**src/rtl/jam_sweep_ctrl.sv**
```systemverilog
// jam_sweep_ctrl
//   Sequencer for the job-assignment DP engine.
//   A start request walks the controller through four phases:
//     LOAD  - streams every {worker, job} address to the cost ROM and writes the
//             returned words into the engine's cost table.
//     DRAIN - waits out the ROM latency so the final table write lands.
//     SWEEP - issues one relax command per (mask, free job) pair, in ascending
//             mask order, over a valid/ready port.
//     FLUSH - lets the engine pipeline empty, then strobes fin_valid/done.
//   No cost or dp storage is held here.
//
// Ports
//   CLK, RST      clock (rising edge) and asynchronous active-high reset
//   start         launch request, only looked at while idle
//   busy          high while a job is in flight; low again in the done cycle
//   done          one-cycle completion pulse, coincident with fin_valid
//   W, J          cost ROM worker / job address
//   Cost          cost ROM data, valid ROM_LAT cycles after W/J
//   ct_we         cost table write enable
//   ct_addr       cost table address ({W,J} delayed by ROM_LAT)
//   ct_wdata      cost table write data (Cost while ct_we is high)
//   relax_valid   relax command valid
//   relax_ready   engine accepts the relax command
//   relax_mask    assigned-job mask of the current command
//   relax_job     job being added (always a clear bit of relax_mask)
//   relax_worker  popcount(relax_mask): worker that receives relax_job
//   fin_valid     one-cycle strobe: dp[all ones] is final
module jam_sweep_ctrl #(
  parameter int N         = 8,
  parameter int COST_W    = 7,
  parameter int ROM_LAT   = 1,
  parameter int FLUSH_CYC = 4,
  localparam int LOGN     = $clog2(N)
) (
  input  logic              CLK,
  input  logic              RST,
  input  logic              start,
  output logic              busy,
  output logic              done,
  output logic [LOGN-1:0]   W,
  output logic [LOGN-1:0]   J,
  input  logic [COST_W-1:0] Cost,
  output logic              ct_we,
  output logic [2*LOGN-1:0] ct_addr,
  output logic [COST_W-1:0] ct_wdata,
  output logic              relax_valid,
  input  logic              relax_ready,
  output logic [N-1:0]      relax_mask,
  output logic [LOGN-1:0]   relax_job,
  output logic [LOGN-1:0]   relax_worker,
  output logic              fin_valid
);

  localparam int AW      = 2 * LOGN;
  localparam int CNT_MAX = (ROM_LAT > FLUSH_CYC) ? ROM_LAT : FLUSH_CYC;
  localparam int CNT_W   = $clog2(CNT_MAX + 1);

  localparam logic [N-1:0]     LAST_MASK = {{(N-1){1'b1}}, 1'b0};
  localparam logic [AW-1:0]    LAST_ADDR = '1;
  localparam logic [CNT_W-1:0] DRAIN_END = CNT_W'(ROM_LAT - 1);
  localparam logic [CNT_W-1:0] FLUSH_END = CNT_W'(FLUSH_CYC - 1);

  typedef enum logic [2:0] {
    S_IDLE,
    S_LOAD,
    S_DRAIN,
    S_SWEEP,
    S_FLUSH
  } state_t;

  state_t state;
  state_t state_nxt;

  // ROM address counter; its natural wrap returns W/J to 0 after the last address
  logic [AW-1:0]    addr;
  // shared phase counter for DRAIN and FLUSH
  logic [CNT_W-1:0] cnt;
  logic [N-1:0]     mask;
  logic [LOGN-1:0]  job;

  // write-enable / address delay line matching the ROM latency
  logic [ROM_LAT-1:0] we_sr;
  logic [AW-1:0]      addr_sr [ROM_LAT];

  logic             hs;
  logic             next_found;
  logic [LOGN-1:0]  next_idx;
  logic [N-1:0]     mask_inc;
  logic [LOGN-1:0]  low_idx;
  logic             last_cmd;

  // ---------------------------------------------------------------------------
  // Free-job search
  //   next_idx : lowest clear bit of mask strictly above job
  //   low_idx  : lowest clear bit of mask+1 (first job of the next mask)
  // ---------------------------------------------------------------------------
  always_comb begin
    next_found = 1'b0;
    next_idx   = '0;
    for (int unsigned i = 0; i < N; i++) begin
      if (!next_found && !mask[i] && (i > 32'(job))) begin
        next_found = 1'b1;
        next_idx   = LOGN'(i);
      end
    end
  end

  assign mask_inc = mask + N'(1);

  always_comb begin
    logic found;
    found   = 1'b0;
    low_idx = '0;
    for (int unsigned i = 0; i < N; i++) begin
      if (!found && !mask_inc[i]) begin
        found   = 1'b1;
        low_idx = LOGN'(i);
      end
    end
  end

  // mask 2^N-2 has only bit 0 clear, so its single command is the final one
  assign last_cmd = (mask == LAST_MASK) && !next_found;
  assign hs       = relax_valid && relax_ready;

  // ---------------------------------------------------------------------------
  // FSM
  // ---------------------------------------------------------------------------
  always_ff @(posedge CLK or posedge RST) begin
    if (RST) begin
      state <= S_IDLE;
    end else begin
      state <= state_nxt;
    end
  end

  always_comb begin
    state_nxt   = state;
    busy        = 1'b0;
    done        = 1'b0;
    fin_valid   = 1'b0;
    relax_valid = 1'b0;
    unique case (state)
      S_IDLE: begin
        if (start) state_nxt = S_LOAD;
      end
      S_LOAD: begin
        busy = 1'b1;
        if (addr == LAST_ADDR) state_nxt = S_DRAIN;
      end
      S_DRAIN: begin
        busy = 1'b1;
        if (cnt == DRAIN_END) state_nxt = S_SWEEP;
      end
      S_SWEEP: begin
        busy        = 1'b1;
        relax_valid = 1'b1;
        if (relax_ready && last_cmd) state_nxt = S_FLUSH;
      end
      S_FLUSH: begin
        if (cnt == FLUSH_END) begin
          done      = 1'b1;
          fin_valid = 1'b1;
          state_nxt = S_IDLE;
        end else begin
          busy = 1'b1;
        end
      end
      default: state_nxt = S_IDLE;
    endcase
  end

  // ---------------------------------------------------------------------------
  // Datapath registers
  // ---------------------------------------------------------------------------
  always_ff @(posedge CLK or posedge RST) begin
    if (RST) begin
      addr  <= '0;
      cnt   <= '0;
      mask  <= '0;
      job   <= '0;
      we_sr <= '0;
      for (int unsigned i = 0; i < ROM_LAT; i++) begin
        addr_sr[i] <= '0;
      end
    end else begin
      we_sr[0]   <= (state == S_LOAD);
      addr_sr[0] <= addr;
      for (int unsigned i = 1; i < ROM_LAT; i++) begin
        we_sr[i]   <= we_sr[i-1];
        addr_sr[i] <= addr_sr[i-1];
      end

      unique case (state)
        S_LOAD: begin
          addr <= addr + AW'(1);
          cnt  <= '0;
        end
        S_DRAIN: begin
          cnt <= (cnt == DRAIN_END) ? '0 : cnt + CNT_W'(1);
        end
        S_SWEEP: begin
          cnt <= '0;
          if (hs) begin
            if (last_cmd) begin
              // park mask/job at 0 so the command outputs idle low
              mask <= '0;
              job  <= '0;
            end else if (next_found) begin
              job <= next_idx;
            end else begin
              mask <= mask_inc;
              job  <= low_idx;
            end
          end
        end
        S_FLUSH: begin
          cnt <= (cnt == FLUSH_END) ? '0 : cnt + CNT_W'(1);
        end
        default: begin
          cnt <= '0;
        end
      endcase
    end
  end

  // ---------------------------------------------------------------------------
  // Outputs
  // ---------------------------------------------------------------------------
  assign W            = addr[AW-1:LOGN];
  assign J            = addr[LOGN-1:0];
  assign ct_we        = we_sr[ROM_LAT-1];
  assign ct_addr      = addr_sr[ROM_LAT-1];
  // gated so the table port idles at 0 outside the write window
  assign ct_wdata     = ct_we ? Cost : '0;
  assign relax_mask   = mask;
  assign relax_job    = job;
  assign relax_worker = LOGN'($countones(mask));

endmodule

```
**config.mk**
```make
export PLATFORM = sky130hd
export DESIGN_NAME = jam_sweep_ctrl
export DESIGN_NICKNAME = d
export VERILOG_FILES = /design/src/rtl/jam_sweep_ctrl.sv
export SDC_FILE = /design/constraint.sdc
export NUM_CORES = 1
export LEC_CHECK = 0
export CORE_MARGIN = 3
export CORE_UTILIZATION = 53
export DETAILED_ROUTE_END_ITERATION = 16
export GPL_TIMING_DRIVEN = 0
export MAX_ROUTING_LAYER = met4
export PLACE_DENSITY = 0.85
export SLEW_MARGIN = 20
export SYNTH_ARGS = -nofsm -noshare
export SYNTH_HDL_FRONTEND = slang
export SYNTH_SLANG_ARGS = --single-unit
```
**constraint.sdc**
```tcl
create_clock -name CLK -period 7.6 [get_ports CLK]
set_input_delay 1.52 -clock CLK [delete_from_list [all_inputs] [get_ports CLK]]
set_output_delay 1.52 -clock CLK [all_outputs]
set_load 0.01 [all_outputs]
```
==> results.tsv <==
metric	value	unit
Post-Syn Area	0.00201	mm^2
Fin Setup TNS	0	ns
worst reg2reg setup slack	5.23	ns
drt pass-1 iters	4	
initial antenna violation count	0	
post-route clock skew	0.0113	ns
vias per cell	5.60	
Root Buffer	clkbuf_8	
Distinct cells, synth	62	
H-tree depth	2	
Setup Fix Bufs, Post-CTS	0	
post-DR wirelength/cell	14.9	um
P_leak	1.19	nW
Async SR Flop Fraction	100	%
worst endpoint data arrival time	3.68	ns
number of synthesized flops with an enable pin	0	
Crit path depth	10	
Starting Density	57.5	%
Syn Nets	247	
worst setup path start	relax_mask[0]	
HP Class	register to register	
GR Layer Usage met3	5.32	%
reg-to-reg endpoint	state[0]	
share of cells above drive strength 1	9.35	%
CP Buf/Inv Count	4	
first-pass GRT wire length	8120	um
design area	0.00264	mm^2
Synth Register Bits	30	
RR Startpoint	relax_mask[0]	
CORE AREA	0.00349	mm^2
number of buffers created by CTS	5	
slowest stage delay, CP	0.58	ns
YS warnings	0	
endpoints failing setup	0	
worst-path fanout max	12	
I/O Buffers	48	
worst skew pair latency	0.29	ns
slew margin rel.	59.6	%
CP Capture Type	primary output	
largest net degree at the start of global routing	31	
worst-margin pin slew	0.606	ns
Clock transition at path regs	0.07	ns
outcome	finished clean	
worst endpoint required time	6.08	ns
busiest grt layer	met2	
Max Fclk	192	MHz
hold slack	0.460	ns
antenna viol nets, final	0	
Layout area overhead	31.5	%
element type at the critical path start	register	
clock buffer depth	2	
delay-heaviest family, CP	adder cells	
RSZ-0062 raised after global routing	false	
via count	1815	
Die Wd	67.6	um
Slew Viols, Final	0	
most frequent cells in the layout	clkdlybuf4s50_1 (48), dfrtp_1 (30), inv_1 (24), nor2_1 (19)	
Final GP Congestion	0.871	
clock period minus worst slack	5.20	ns
DRT iter0 DRCs	154	
Top-Level Pins	49	
most common cell after layout, fill and taps aside	clkdlybuf4s50_1	
dpl cells	316	
maximum vdd ir drop	0.000434	V
die footprint	0.00457	mm^2
Tcrit/Tclk final	68.5	%
final wirelength	4820	um
critical path class	register to primary output	
crit-path most repeated cell	fa_1	
placed cell areas	0.00255	mm^2
Global Route met1 Usage	32.8	%
Antenna diodes	0	
Synth Flop Type	dfrtp_1	
worst reg2reg path depth	7	
DP HPWL	3680	um
row cnt	21	
Mapped Cells	222	
CTS tree	built	
hold_buf cts	0	
total gr overflow	0	
CTS sink count	30	
Total GRT Usage	24.7	%
Avg Cell Area, Syn	9.06	um^2
Final Non-Filler Cells	324	
Hold Vio Cnt, Final	0	
met2 GRT Util	37.1	%
Die Ht	67.6	um
CP cell instances	fa_1 > inv_1 > fa_1 > fa_1 > inv_1 > ha_1 > inv_1 > fa_1 > xnor2_1 > clkdlybuf4s50_1	
drt drc	0	
slowest cell on the critical path	fa_1	
Nets	302	
max-cap check violation count	0	
critical path endpoint	relax_worker[2]	
pwr dens	310	mW/mm^2
post-cts resize count	0	
vias in the first global route	1718	
Seq/Total Area, Yosys	37.3	%
## worst reg2reg max path, delay by kind of cell, from the launching register on
kind,cells,cell delay (ns)
compound gates,1,0.31
fa+ha+maj,1,0.28
buf+inv,1,0.17
flops,1,0.52
simple gates,4,0.98
## final cells by class
class                      count  area, um^2
multi-input combinational    156        1110
fill                         262         851
sequential                    30         751
timing repair buffer          48         480
inverter                      25        93.8
clock buffer                   6        82.6
tap                           46        57.6
buffer                        11        52.6
clock inverter                 2        12.5
## sequential cells by signal, summed over array words and instances (netlist names)
name        cells
relax_mask      8
relax_job       3
ct_we           1
cnt             3
addr            6
ct_addr         6
state           3
## synthesized netlist by cell type (2+ instances only)
master | instances | area share, %
and3b_1 | 2 | 0.87
o31ai_1 | 3 | 1.1
buf_2 | 5 | 1.2
dfrtp_1 | 30 | 37
a31oi_1 | 4 | 1.2
nand2b_1 | 2 | 0.62
o22ai_1 | 2 | 0.62
xnor2_1 | 4 | 1.7
fa_1 | 4 | 4.0
xor2_1 | 2 | 0.87
clkbuf_1 | 4 | 0.75
or3_1 | 3 | 0.93
and3_1 | 2 | 0.62
nand2_1 | 14 | 2.6
inv_1 | 25 | 4.7
a22oi_1 | 2 | 0.75
a21oi_1 | 4 | 1.0
ha_1 | 10 | 6.2
o21ai_0 | 14 | 3.5
and2_1 | 10 | 3.1
nor3_1 | 4 | 1.0
nor2b_1 | 3 | 0.93
nor2_1 | 19 | 3.5
a21o_1 | 2 | 0.75
a211oi_1 | 2 | 0.75
nand4_1 | 4 | 1.2
nand3_1 | 7 | 1.7
## per-stage QoR
step                total power [mW]  util (%)  setup slack (ns)
global route                   0.889      75.7              2.21
global placement               0.670      72.9              2.77
finish                         0.820      75.7              2.40
CTS                            0.826      75.7              2.37
floorplan                      0.499         -              3.27
detailed placement             0.689      72.9              2.68
## how the worst min path moves through the flow
stage | start | to | slack [ns] | cells after the start
floorplan | cnt[0] | cnt[0] | 0.43 | 1
global placement | addr[4] | ct_addr[4] | 0.43 | 0
detailed placement | addr[4] | ct_addr[4] | 0.44 | 0
CTS | addr[4] | ct_addr[4] | 0.47 | 0
global route | addr[4] | ct_addr[4] | 0.49 | 0
finish | addr[1] | ct_addr[1] | 0.46 | 0
## routing by layer
metal | wire (um) | vias to the layer above | share of wire, %
li1 | - | 889 | -
met1 | 2140 | 864 | 44
met2 | 2330 | 54 | 48
met3 | 295 | 8 | 6.1
met4 | 61 | 0 | 1.3
met5 | 0 | - | 0
## cells by family (layout without fill, tap and decap cells)
group | count (synthesis) | in the layout | synth area share [%]
adder cells (fa/ha/maj) | 14 | 14 | 10.2
AO/OA/AOI/OAI | 55 | 55 | 20.2
XOR/XNOR | 6 | 6 | 2.61
flip-flops | 30 | 30 | 37.3
multiplexers | 1 | 1 | 0.560
AND/OR/NAND/NOR | 80 | 80 | 21.8
buffers and inverters | 36 | 92 | 7.28
## power by group
| group | leakage, nW | internal (mW) | total [mW] | switching, mW |
|---|---|---|---|---|
| registers | 0.390 | 0.182 | 0.222 | 0.0404 |
| clock network | 0.0472 | 0.0726 | 0.136 | 0.0637 |
| logic | 0.755 | 0.232 | 0.461 | 0.230 |
Power figures use the tool's default switching activity.
